===== src/rtl/sequence_recorder_pkg.sv =====
// Shared definitions for the sequence recorder.
//  - Default address/data widths (16 x 4-bit store).
//  - FSM state encoding: IDLE=0, RECORD=1, FINISH=2.
package sequence_recorder_pkg;

  localparam int DEF_ADDR_WIDTH = 4;
  localparam int DEF_DATA_WIDTH = 4;

  localparam logic [1:0] ST_IDLE   = 2'd0;
  localparam logic [1:0] ST_RECORD = 2'd1;
  localparam logic [1:0] ST_FINISH = 2'd2;

  typedef enum logic [1:0] {
    IDLE   = ST_IDLE,
    RECORD = ST_RECORD,
    FINISH = ST_FINISH
  } state_e;

endpackage


===== src/rtl/sync_ram_16x4.sv =====
// Storage for the recorded sequence: one write port and one registered read port.
// Ports:
//  clock        rising-edge clock for both ports
//  reset        asynchronous active-low; clears only the read register
//  we/waddr/wdata  synchronous write
//  raddr        read address, sampled every edge
//  rdata        registered read data (latency 1). A read of the address being
//               written on the same edge returns the previous contents.
// Array contents are never cleared.
module sync_ram_16x4
  import sequence_recorder_pkg::*;
#(
  parameter int ADDR_WIDTH = DEF_ADDR_WIDTH,
  parameter int DATA_WIDTH = DEF_DATA_WIDTH
) (
  input  logic                  clock,
  input  logic                  reset,
  input  logic                  we,
  input  logic [ADDR_WIDTH-1:0] waddr,
  input  logic [DATA_WIDTH-1:0] wdata,
  input  logic [ADDR_WIDTH-1:0] raddr,
  output logic [DATA_WIDTH-1:0] rdata
);

  localparam int DEPTH = 1 << ADDR_WIDTH;

  logic [DATA_WIDTH-1:0] mem [DEPTH];
  logic [DATA_WIDTH-1:0] rdata_d, rdata_q;

  // No reset on the array so it maps onto block/distributed RAM.
  always_ff @(posedge clock) begin
    if (we) mem[waddr] <= wdata;
  end

  // Array read happens in the same delta as the write above, so a colliding
  // read sees the old word.
  always_comb rdata_d = mem[raddr];

  always_ff @(posedge clock or negedge reset) begin
    if (!reset) rdata_q <= '0;
    else        rdata_q <= rdata_d;
  end

  assign rdata = rdata_q;

endmodule


===== src/rtl/sequence_recorder.sv =====
// Records a user-entered sequence of values into on-chip RAM, one per
// write_en strobe, with a ROM-compatible registered read port for replay.
// Ports:
//  clock, reset         rising-edge clock, async active-low reset
//  start, stop          1-cycle pulses: begin take / end take early
//  write_en, data_in    store data_in while recording
//  rd_address, data_out replay read port, latency 1
//  count                values recorded in current/last take (0..2**ADDR_WIDTH)
//  recording            high while in RECORD
//  full                 count at capacity
//  done                 1-cycle pulse when a take ends
// Build option: REC_OVERWRITE_EN -- when defined, a full take keeps
// recording, wrapping the write pointer over the oldest entries; count
// saturates and only stop/start/reset end the take.
module sequence_recorder
  import sequence_recorder_pkg::*;
#(
  parameter int ADDR_WIDTH = DEF_ADDR_WIDTH,
  parameter int DATA_WIDTH = DEF_DATA_WIDTH
) (
  input  logic                  clock,
  input  logic                  reset,
  input  logic                  start,
  input  logic                  stop,
  input  logic                  write_en,
  input  logic [DATA_WIDTH-1:0] data_in,
  input  logic [ADDR_WIDTH-1:0] rd_address,
  output logic [DATA_WIDTH-1:0] data_out,
  output logic [ADDR_WIDTH:0]   count,
  output logic                  recording,
  output logic                  full,
  output logic                  done
);

  localparam int                CW    = ADDR_WIDTH + 1;
  localparam logic [CW-1:0]     DEPTH = CW'(1 << ADDR_WIDTH);

  state_e                  state_d, state_q;
  logic [ADDR_WIDTH-1:0]   wr_ptr_d, wr_ptr_q;
  logic [CW-1:0]           count_d, count_q;
  logic                    recording_d, recording_q;
  logic                    done_d, done_q;
  logic                    ram_we;

  always_comb begin
    state_d  = state_q;
    wr_ptr_d = wr_ptr_q;
    count_d  = count_q;
    ram_we   = 1'b0;
    case (state_q)
      IDLE: begin
        if (start) begin
          state_d  = RECORD;
          wr_ptr_d = '0;
          count_d  = '0;
        end
      end
      RECORD: begin
        // start restarts the take and masks write_en/stop this cycle
        if (start) begin
          wr_ptr_d = '0;
          count_d  = '0;
        end else begin
          if (write_en) begin
            ram_we   = 1'b1;
            wr_ptr_d = wr_ptr_q + 1'b1;
            count_d  = (count_q == DEPTH) ? count_q : count_q + CW'(1);
`ifndef REC_OVERWRITE_EN
            if (count_q == DEPTH - CW'(1)) state_d = FINISH;
`endif
          end
          // write+stop together: the value is still stored above
          if (stop) state_d = FINISH;
        end
      end
      FINISH:  state_d = IDLE;
      default: state_d = IDLE;
    endcase
    // outputs are registered so they line up with the state they describe
    recording_d = (state_d == RECORD);
    done_d      = (state_d == FINISH);
  end

  always_ff @(posedge clock or negedge reset) begin
    if (!reset) begin
      state_q     <= IDLE;
      wr_ptr_q    <= '0;
      count_q     <= '0;
      recording_q <= 1'b0;
      done_q      <= 1'b0;
    end else begin
      state_q     <= state_d;
      wr_ptr_q    <= wr_ptr_d;
      count_q     <= count_d;
      recording_q <= recording_d;
      done_q      <= done_d;
    end
  end

  sync_ram_16x4 #(
    .ADDR_WIDTH (ADDR_WIDTH),
    .DATA_WIDTH (DATA_WIDTH)
  ) u_ram (
    .clock (clock),
    .reset (reset),
    .we    (ram_we),
    .waddr (wr_ptr_q),
    .wdata (data_in),
    .raddr (rd_address),
    .rdata (data_out)
  );

  assign count     = count_q;
  assign recording = recording_q;
  assign done      = done_q;
  assign full      = (count_q == DEPTH);

endmodule


===== config.mk =====
export PLATFORM = sky130hd
export DESIGN_NAME = sequence_recorder
export DESIGN_NICKNAME = d
export VERILOG_FILES = /design/src/rtl/sequence_recorder_pkg.sv /design/src/rtl/sync_ram_16x4.sv /design/src/rtl/sequence_recorder.sv
export SDC_FILE = /design/constraint.sdc
export NUM_CORES = 1
export LEC_CHECK = 0
export CORE_ASPECT_RATIO = 0.7
export CORE_MARGIN = 2
export CORE_UTILIZATION = 24
export DETAILED_ROUTE_END_ITERATION = 6
export HOLD_SLACK_MARGIN = 0.03
export PLACE_DENSITY = 0.48
export SKIP_CTS_REPAIR_TIMING = 1
export SLEW_MARGIN = 20
export SYNTH_ARGS = -nofsm -noshare
export SYNTH_HDL_FRONTEND = slang
export SYNTH_SLANG_ARGS = --single-unit

===== constraint.sdc =====
create_clock -name clock -period 1.57 [get_ports clock]
set_input_delay 0.2355 -clock clock [delete_from_list [all_inputs] [get_ports clock]]
set_output_delay 0.2355 -clock clock [all_outputs]
set_load 0.05 [all_outputs]

; Word level (Yosys, flattened, before mapping)
; Memories as Yosys holds them, arrays and structs flattened. A register that Yosys moved wholly into a read port is not among the register bits.
; Index checks and enable logic that the tools add are counted.
; Widths: inputs -> output; s select.
[totals]
word_cells = 41
out_inout_bits = 12
reg_bits = 13
memories = 1
ramBits = 64
input_bits = 13
[op_classes]
addsub = 2
n_reduce_logical = 5
n_eq_ne = 8
mux = 20
[memory_table]
columns = name, depth, width, read_ports, rd_ports_with_merged_regs, write_ports, line
row1 = u_ram.mem, 16, 4, 1, 1, 1, sync_ram_16x4.sv:27  ; logic [DATA_WIDTH-1:0] mem [DEPTH];
[op_table]
columns = op, n
row1 = $mux 5, 4
row2 = $mux 4, 3
row3 = $mux 2, 5
row4 = $pmux 5 s2, 1
row5 = $pmux 4 s2, 1
row6 = $ne 3x3->1 const B, 2
row7 = $add 5x1->5 const B, 1
row8 = $eq 5x4->1 const B, 1
row9 = $eq 5x5->1 const B, 1
row10 = $mux 1, 5
row11 = $add 4x1->4 const B, 1
row12 = $eq 2x1->1 const B, 2
row13 = $pmux 2 s2, 1
row14 = $reduce_and 4->1, 1
row15 = $reduce_and 3->1, 1
row16 = $eq 2x2->1 const B, 1
row17 = $logic_not 2->1, 1
row18 = $ne 2x2->1 const B, 1
row19 = $reduce_bool 2->1, 1
row20 = $logic_not 1->1, 1

; Depth between registers and ports, before layout
; Gate-level depths: netlist (run 1).
[depth]
ltp_word = 7
ltp_mapped = 6
depth_no_buf = 6

; Hierarchy
; From an unflattened synthesis (run 1), not the netlist that was laid out.
[unflattened]
hier_cells = 195
area_unflattened_um2 = 3360.7
[modules_own_cells]
columns = module, n_inst, area_per_inst_um2, cells_each, seq_area_each_um2
row1 = sync_ram_16x4, 1, 2686.3, 130, 2021.9
row2 = sequence_recorder, 1, 674.4, 65, 325.3

; Worst setup path before layout (run 1)
; OpenSTA, ideal clock, no wires.
[synth_path]
kind = flip-flop to flip-flop
startpoint = reg count_q[0] (netlist: count[0])
endpoint = reg count_q[1] (netlist: count[1])
required_ns = 1.487
path_buffers = 0
synth_period_minus_slack_ns = 2.099
stages_incl_launch_ff = 7
setup_ns = 0.083
slack_ns = -0.529
t_arrival_ns = 2.016
cell_sequence = dfrtp_1 > inv_1 > ha_1 > and4bb_2 > nor2_2 > mux2_2 > o21ai_0
[synth_between]
elab_cells_between_ends = 8
classes_between = add/sub (1) / eq/ne (2) / mux (4) / reduce/logical (1)
[synth_rtl]
columns = item, line
row1 = start: declaration, sequence_recorder.sv:40  ; logic [CW-1:0] count_d, count_q;
row2 = start signal: assignment, sequence_recorder.sv:94  ; count_q <= count_d;
row3 = $eq 5x5->1, n/a
row4 = named net full, sequence_recorder.sv:31  ; output logic full,
row5 = $ne 3x3->1 (no source line), n/a
row6 = $reduce_and 4->1 (no source line), n/a
; The timed path passes the listed nets, and every way through them passes these cells. The select of a mux whose other input is x is not followed.
; A chain may end at the register's enable or synchronous reset.

; Final worst setup path (run 1)
[layout_path]
startpoint = reg count_q[0] (netlist: count[0])
endpoint = out full
[layout_between]
elab_chain_cells = 1
[layout_rtl]
columns = item, line
row1 = $eq 5x5->1, sequence_recorder.sv:116  ; assign full = (count_q == DEPTH);
row2 = end: declaration, sequence_recorder.sv:31
; Every way passes these cells.

==> results of run 1 <==
## cell usage in the layout (no fill, tap or decap), types with 3 or more instances in the layout
cell type        count
mux4_2               3
mux2i_1              3
mux4_1              13
a22oi_1              3
clkdlybuf4s50_1     11
nor2_1              12
a21oi_1              3
o21ai_0              9
clkbuf_16           10
and2_2              15
inv_1                3
nand2_1             15
buf_4               32
nand3_1             10
edfxtp_1            64
dfrtp_1             14
ha_1                 6
buf_12               9
dfrtp_2              3
## how the worst max path moves through the flow
stage | start | endpoint | slack, ns | cells after the start
finish | count[0] | full | -0.07 | 4
global route | count[0] | full | -0.11 | 4
CTS | count[1] | full | -0.11 | 4
detailed placement | rd_address[0] | u_ram.rdata[1] | -0.33 | 5
global placement | rd_address[0] | u_ram.rdata[0] | -0.32 | 6
floorplan | count[1] | count[1] | -0.1 | 6
## worst max-delay path, cell delays in order (launching register included)
cell,delay (ns)
dfrtp_2,0.43
inv_2,0.09
ha_4,0.13
and4bb_4,0.28
buf_12,0.14
## metrics by stage
step / instance area (um2) / total power, W
CTS: 4460 / 0.00497
global placement: 4160 / 0.00286
floorplan: 3470 / 0.00264
detailed placement: 4160 / 0.00286
finish: 4570 / 0.00493
global route: 4570 / 0.00512
## power by group
part	total [W]	switching [W]	leakage, nW	internal [W]
clock	0.00209	0.000846	0.144	0.00124
combinational	0.000462	0.000246	0.743	0.000215
sequential	0.00238	0.0000229	0.793	0.00235
## registers in the layout (all words and copies together) (netlist names)
register and count:
u_ram.mem 64, count 5, u_ram.rdata 4, wr_ptr_q 4, state_q 2, done 1, recording 1
## synth_stat cells
cell type,instances
a21boi_0,1
a21oi_1,4
a22o_1,1
a22oi_1,4
a31oi_1,1
and2_1,18
and3_1,1
and4bb_2,1
buf_12,1
buf_2,1
buf_6,1
clkbuf_1,5
dfrtp_1,17
edfxtp_1,64
ha_1,7
inv_1,5
mux2_2,1
mux2i_1,3
mux4_1,14
mux4_2,2
nand2_1,15
nand2b_1,1
nand3_1,10
nand4_1,2
nor2_1,12
nor2_2,1
nor2b_1,3
nor3_1,2
nor3b_1,1
nor4_1,1
o21ai_0,10
o21bai_1,1
## logic make-up after synthesis
logic type                 count (synthesis)  synth area share
and+or+nand+nor                           68             0.102
DFF                                       81             0.682
muxes                                     20             0.132
buffers and inverters                     13            0.0214
AOI/OAI and AO/OA                         22            0.0378
adders and majority gates                  7            0.0254
## metal layers
metal | vias to the layer above | part of all wire
met2 | 41 | 0.42
li1 | 932 | -
met5 | - | 0
met1 | 977 | 0.53
met3 | 7 | 0.047
met4 | 0 | 0.010
## area by class of cell
type	instances	area, um2
Fill cell	1369	9390
Sequential cell	81	2350
Multi-Input combinational cell	117	1090
Timing Repair Buffer	54	568
Tap cell	190	238
Clock buffer	9	225
Clock inverter	7	76.3
Inverter	5	18.8
==> out/summary.txt, run 1 <==
Ports - 25
worst min-delay path class - in -> async
initial antenna violation count - 0
Inst Count DP - 442
RSZ-0062 raised after global routing - yes
DR DRC count - 0
maximum vdd drop - 0.000490 V
Die Y - 104 um
cts bufs inserted - 9
global route hottest layer - met1
DR iter-0 viols - 109
Pleak - 1.68 nW
Clock Pin Slew Worst Setup and Hold Paths - 0.06 ns
insertion delay to the later sink of the worst-skew pair - 0.33 ns
grt met2 use - 0.132
Area growth syn-to-layout - 32.7%
Nets - 288
max-slew violations - 0
Via Count - 1957
PortBufs - 24
detailed-route vias per instance - 4.23
DR WL/cell - 15.3 um
CTS max path bufs - 2
CP Max Fanout - 4
CTS tree - done
first-pass GRT wire length - 11000 um
Synth area leader - edfxtp_1
R2R setup slack - 0.07 ns
Synth top area share - 0.558
die area - 15300 um2
cell row count - 36
grt total ovfl - 0
GPL Wtd Cong - 0.698
H-Tree Depth - 3
Rel. slew slack - 0.680
violated checks - setup timing
FF-to-FF path depth - 6
root buffer cell - clkbuf_16
Diodes inserted - 0
final setup TNS - -0.0696 ns
Max Clock Freq - 0.610 GHz
syn_nets - 231
Startpoint Class - flip-flop
Mapped Avg Cell Area - 16.3 um2
synth unique cells - 32
crit path DAT - 1.40 ns
worst-margin pin slew - 0.479 ns
worst setup margin - -0.0696 ns
Tmin final - 1.64 ns
FF+latch count, synth - 81
critical path required time - 1.33 ns
Fin Clk Skew - 0.00399 ns
Cells after Synth - 211
Post-Syn Area - 3440 um2
final hold slack - 0.244 ns
Final Hold Viols - 0
ratio of cells with drive above 1 in the final layout - 0.330
core area - 14000 um2
synth warn - 0
Setup-failing EPs final - 1
vias in the first global route - 1939
fin crit share - 1.04
status - complete, but fails checks
global-route usage over all layers - 0.0978
Final HPWL DP - 5030 um
fin cells - 463
synth top area cells - edfxtp_1, dfrtp_1, mux4_1, and2_1, ha_1
crit path capture type - output pin
Reg-to-Reg End - count[1]
Worst R2R Start - count[1]
Die W - 147 um
fin util - 0.327
# clock sinks - 81
sequential area share after synthesis - 0.682
Pwr Density - 1080 nW/um2
dpl ws - -0.329 ns
initial cell density of the core - 0.247
GRT met1 Usage - 0.143
Max-Cap Viols - 0
Antenna Nets Post-Route - 0
Setup CP Type - reg -> out
drt total wl - 7100 um
largest net degree at the start of global routing - 18
Pre-antenna DRT Iters - 6
GR Util met3 - 0.0382
Power figures use the tool's default switching activity.
==> run 2: changes to the inputs <==
--- a/config.mk
+++ b/config.mk
@@ -10,7 +10,6 @@
 export CORE_UTILIZATION = 24
 export DETAILED_ROUTE_END_ITERATION = 6
 export HOLD_SLACK_MARGIN = 0.03
-export PLACE_DENSITY = 0.48
 export SKIP_CTS_REPAIR_TIMING = 1
 export SLEW_MARGIN = 20
 export SYNTH_ARGS = -nofsm -noshare
==> run 2 against run 1 <==
  * Largest cell class unchanged
  * The flow still finishes with violations (setup timing)
  * Clock skew is 0.0030 ns higher
  * Design area rose by 0.66%
  * Setup slack lost 0.0027 ns
  * Highest routed layer unchanged
  * Non-clock buffer count up 3
  * Critical path type unchanged
  * Total power about the same
==> out/summary.txt, run 2 (synthesis results as in run 1) <==
most common cell after layout, fill and taps aside - edfxtp_1
grt total ovfl - 0 (unchanged)
critical path required time - 1.33 ns (about the same)
core area - 14000 um2 (unchanged)
worst min-delay path class - in -> async
met3 routed WL - 332 um (-0.30%)
DR iter-0 viols - 85 (-22%)
Area growth syn-to-layout - 33.6%
first-pass GRT wire length - 11400 um (+2.9%)
drt total wl - 7460 um (+5.1%)
Pwr Density - 1070 nW/um2 (-0.62%)
Setup CP Type - reg -> out
Nets - 291 (+1.0%)
detailed-route vias per instance - 4.35 (+3.0%)
die area - 15300 um2 (unchanged)
worst setup margin - -0.0723 ns (-0.00271 ns)
crit path capture type - output pin
insertion delay to the later sink of the worst-skew pair - 0.34 ns (about the same)
Final Hold Viols - 0 (unchanged)
initial antenna violation count - 0 (unchanged)
fin crit share - 1.05 (+0.00172)
dpl ws - -0.344 ns (-0.0147 ns)
Setup-failing EPs final - 1 (unchanged)
worst-margin pin slew - 0.436 ns (-0.0434 ns)
P_int - 0.00382 W (+0.19%)
Max-Cap Viols - 0 (unchanged)
Via Count - 2028 (+3.6%)
Most flops, register - u_ram.mem
max-slew violations - 0 (unchanged)
CTS tree - done
H-Tree Depth - 3 (unchanged)
Design Area, Final - 4600 um2 (+0.66%)
CTS max path bufs - 2 (unchanged)
global-route usage over all layers - 0.101 (+0.00282)
GPL Wtd Cong - 0.760 (+8.8%)
Rel. slew slack - 0.709 (+0.0293)
vias in the first global route - 2036 (+5.0%)
Die W - 147 um (unchanged)
largest net degree at the start of global routing - 18 (unchanged)
root buffer cell - clkbuf_16
Pleak - 1.69 nW (+0.82%)
Final HPWL DP - 5060 um (+0.57%)
M1 wire length - 3820 um (+2.4%)
DR WL/cell - 16.0 um (+4.5%)
RSZ-0062 raised after global routing - yes
Pre-antenna DRT Iters - 4 (-2)
initial cell density of the core - 0.247 (unchanged)
Top Metal Used - met4
Diodes inserted - 0 (unchanged)
Placed Instance Area - 4170 um2 (+0.24%)
Ports - 25 (unchanged)
Clock power frac - 0.420 (-0.004)
R2R setup slack - 0.02 ns (-0.05 ns)
most frequent cells in the layout - edfxtp_1, buf_4, nand2_1
Reg-to-Reg End - u_ram.mem[5][0]
Max Clock Freq - 0.609 GHz (-0.16%)
PortBufs - 24 (unchanged)
Antenna Nets Post-Route - 0 (unchanged)
Startpoint Class - flip-flop
# clock sinks - 81 (unchanged)
Seq pwr share - 0.483 (about the same)
Sw Ratio - 0.225 (-0.00120)
final setup TNS - -0.0723 ns (-0.00271 ns)
combinational share of power - 0.097 (+0.003)
Tmin final - 1.64 ns (+0.00271 ns)
Net Switching - 0.00111 W (-0.50%)
cts bufs inserted - 9 (unchanged)
DR DRC count - 0 (unchanged)
met2 WL - 3220 um (+8.7%)
crit path DAT - 1.41 ns (about the same)
cell row count - 36 (unchanged)
Worst R2R Start - state_q[1]
Die Y - 104 um (unchanged)
status - complete, but fails checks
maximum vdd drop - 0.000473 V (-3.4%)
ratio of cells with drive above 1 in the final layout - 0.344 (+0.0145)
Clock Pin Slew Worst Setup and Hold Paths - 0.06 ns (about the same)
Fin Clk Skew - 0.00694 ns (+0.00295 ns)
FF-to-FF path depth - 5 (-1)
violated checks - setup timing
CP Max Fanout - 4 (unchanged)
number of flip-flops in the largest register - 64 (unchanged)
==> run 2: stage by stage <==
stage,utilization,instances,hold WS (ns),power (W)
after floorplan,-,211,-0.0601,0.00264
after global placement,0.299,445,0.545,0.00286
after detailed placement,0.299,445,0.555,0.00287
after CTS,0.320,461,0.240,0.00495
after global routing,0.329,466,0.258,0.00512
final,0.329,466,0.237,0.00493
==> run 2: worst max-delay path: stages, from the launching register on <==
cell	delay (ns)
dfrtp_2	0.43
inv_2	0.09
ha_4	0.13
and4bb_4	0.28
buf_12	0.14
==> run 2: metal layers <==
layer  track usage  vias to the layer above
met5             0                        -
met4        0.0350                        0
met3        0.0355                        9
met2         0.135                       46
met1         0.149                     1035
li1              -                      938
==> run 2: layout make-up <==
cell class / count / area [um2]
fill: 1375 / 9360
sequential: 81 / 2350
multi-input combinational: 117 / 1120
timing repair buffer: 57 / 578
tap: 190 / 238
clock buffer: 10 / 229
clock inverter: 6 / 66.3
inverter: 5 / 18.8
==> run 2: worst max-delay path by stage <==
stage | from | to | slack [ns] | cells after the start
final | count[1] | full | -0.07 | 4
after detailed placement | rd_address[0] | u_ram.rdata[0] | -0.34 | 5
after global routing | count[0] | full | -0.13 | 4
after global placement | rd_address[0] | u_ram.rdata[0] | -0.31 | 5
after CTS | state_q[1] | u_ram.mem[11][0] | -0.18 | 5
after floorplan | count[1] | count[1] | -0.1 | 6
==> run 2: power by group through the flow <==
| stage | sequential, W | combinational (W) | clock, W |
|---|---|---|---|
| floorplan | 0.00248 | 0.000158 | 0 |
| global placement | 0.00242 | 0.000442 | 0 |
| detailed placement | 0.00242 | 0.000450 | 0 |
| CTS | 0.00238 | 0.000452 | 0.00212 |
| global route | 0.00238 | 0.000520 | 0.00222 |
| finish | 0.00238 | 0.000480 | 0.00207 |
==> run 3: changes to the inputs <==
--- a/config.mk
+++ b/config.mk
@@ -7,9 +7,10 @@
 export LEC_CHECK = 0
 export CORE_ASPECT_RATIO = 0.7
 export CORE_MARGIN = 2
-export CORE_UTILIZATION = 24
+export CORE_UTILIZATION = 52
 export DETAILED_ROUTE_END_ITERATION = 6
 export HOLD_SLACK_MARGIN = 0.03
+export PLACE_DENSITY = 0.75
 export SKIP_CTS_REPAIR_TIMING = 1
 export SLEW_MARGIN = 20
 export SYNTH_ARGS = -nofsm -noshare
==> run 3 against run 2 <==
  * The run still ends with setup timing left
  * Routed wire length is 11% lower
  * Final cell count is 26% lower
  * First-iteration DRC count is 53% higher
  * Critical endpoint unchanged
  * Critical path depth stayed put
  * Via count is 2.5% lower
  * Largest power group unchanged
  * Global-route usage is 9.7 points higher
  * Largest cell class unchanged
  * Fmax is 1.5% lower
==> out/summary.txt, run 3 (synthesis results as in run 1) <==
core area - 6310 um2 (-55%)
worst-margin pin slew - 0.536 ns (+0.100 ns)
critical path required time - 1.33 ns (about the same)
fin util - 0.671 (+0.341)
most common cell after layout, fill and taps aside - edfxtp_1
ratio of cells with drive above 1 in the final layout - 0.318 (-0.0259)
initial antenna violation count - 0 (unchanged)
crit path capture type - output pin
CTS tree - done
maximum vdd drop - 0.000513 V (+8.5%)
CTS max path bufs - 2 (unchanged)
DR iter-0 viols - 130 (+53%)
die area - 7300 um2 (-52%)
grt total ovfl - 0 (unchanged)
Design Area, Final - 4230 um2 (-8.1%)
Die W - 101 um (-31%)
H-Tree Depth - 3 (unchanged)
drt total wl - 6620 um (-11%)
CP max stage cell - dfrtp_2
violated checks - setup timing
Final HPWL DP - 4730 um (-6.5%)
Diodes inserted - 0 (unchanged)
CP Max Fanout - 5 (+1)
worst setup margin - -0.0977 ns (-0.0254 ns)
slowest stage delay, CP - 0.45 ns (+0.02 ns)
fin crit share - 1.06 (+0.0162)
Clock Pin Slew Worst Setup and Hold Paths - 0.08 ns (+0.02 ns)
Max Clock Freq - 0.600 GHz (-1.5%)
detailed-route vias per instance - 5.73 (+32%)
Die Y - 72.1 um (-31%)
cts bufs inserted - 9 (unchanged)
PortBufs - 24 (unchanged)
Fin Clk Skew - 0.00959 ns (+0.00265 ns)
Tmin final - 1.67 ns (+0.0254 ns)
insertion delay to the later sink of the worst-skew pair - 0.35 ns (about the same)
Rel. slew slack - 0.641 (-0.0675)
worst-path cell chain - inv_2, ha_4, and4bb_4, buf_12
Startpoint Class - flip-flop
# clock sinks - 81 (unchanged)
Antenna Nets Post-Route - 0 (unchanged)
vias in the first global route - 1898 (-6.8%)
critical path buffer and inverter count - 2 (unchanged)
Pwr Density - 1020 nW/um2 (-4.8%)
Setup CP Type - reg -> out
Crit path max-delay family - flip-flops
dpl ws - -0.365 ns (-0.0208 ns)
cell row count - 24 (-33%)
max-slew violations - 0 (unchanged)
number of flip-flops in the largest register - 64 (unchanged)
Via Count - 1978 (-2.5%)
Max-Cap Viols - 0 (unchanged)
root buffer cell - clkbuf_8
largest net degree at the start of global routing - 18 (unchanged)
Final Hold Viols - 0 (unchanged)
crit path DAT - 1.43 ns (+0.02 ns)
global-route usage over all layers - 0.198 (+0.0973)
RSZ-0062 raised after global routing - yes
Ports - 25 (unchanged)
worst min-delay path class - in -> async
DR DRC count - 0 (unchanged)
Pre-antenna DRT Iters - 5 (+1)
Nets - 282 (-3.1%)
Placed Instance Area - 3930 um2 (-5.7%)
first-pass GRT wire length - 10300 um (-9.5%)
DR WL/cell - 19.2 um (+20%)
GPL Wtd Cong - 0.765 (+0.61%)
initial cell density of the core - 0.546 (+0.299)
Most flops, register - u_ram.mem
most frequent cells in the layout - edfxtp_1, buf_4, nand2_1
Setup-failing EPs final - 1 (unchanged)
Area growth syn-to-layout - 22.8%
status - complete, but fails checks
Pleak - 1.57 nW (-7.0%)
## run 3: layout make-up
type | count | area (um2)
Fill cell | 441 | 2080
Clock inverter | 6 | 65.1
Multi-Input combinational cell | 117 | 1100
Clock buffer | 10 | 138
Sequential cell | 81 | 2350
Tap cell | 78 | 97.6
Inverter | 5 | 18.8
Timing Repair Buffer | 48 | 457
## run 3: metrics by stage
step / hold slack [ns] / setup TNS [ns] / std cells / total power, W
finish: 0.222 / -0.0977 / 345 / 0.00431
global placement: 0.543 / -10.73 / 325 / 0.00282
floorplan: -0.0601 / -0.124 / 211 / 0.00264
CTS: 0.219 / -3.90 / 341 / 0.00431
detailed placement: 0.550 / -12.91 / 325 / 0.00283
global route: 0.252 / -0.382 / 345 / 0.00447
## run 3: path summary, 6_finish.rpt
kind	startpoint	endpoint	slack, ns	cells after the start
setup / recovery	count[1]	full	-0.1	4
hold / removal	reset	u_ram.rdata[2]	0.22	2
setup reg to reg	count[0]	count[1]	0.05	6
hold reg to reg	count[3]	count[3]	0.57	2
max in group asynchronous	reset	count[1]	1.12	2
min in group clock	stop	state_q[1]	0.55	3
## run 3: report_power, final
group	leakage [nW]	internal, W	switching, W
logic	0.679	0.000192	0.000243
registers	0.793	0.00235	0.0000231
clock network	0.103	0.000780	0.000726
## run 3: per-layer routing
layer	track usage	up-vias	routed length, um
met5	0	-	0
met4	0.0495	0	38
met3	0.0626	4	341
met2	0.290	70	3020
met1	0.294	989	3230
li1	-	915	-
## run 3: worst reg2reg max path, delay by kind of cell, from the launching register on
kind / cells / cell delay [ns]
flip-flops: 1 / 0.42
AND/OR/NAND/NOR: 2 / 0.38
multiplexers: 1 / 0.31
adder cells (fa/ha/maj): 1 / 0.15
AO/OA/AOI/OAI: 1 / 0.12
buffers and inverters: 1 / 0.07
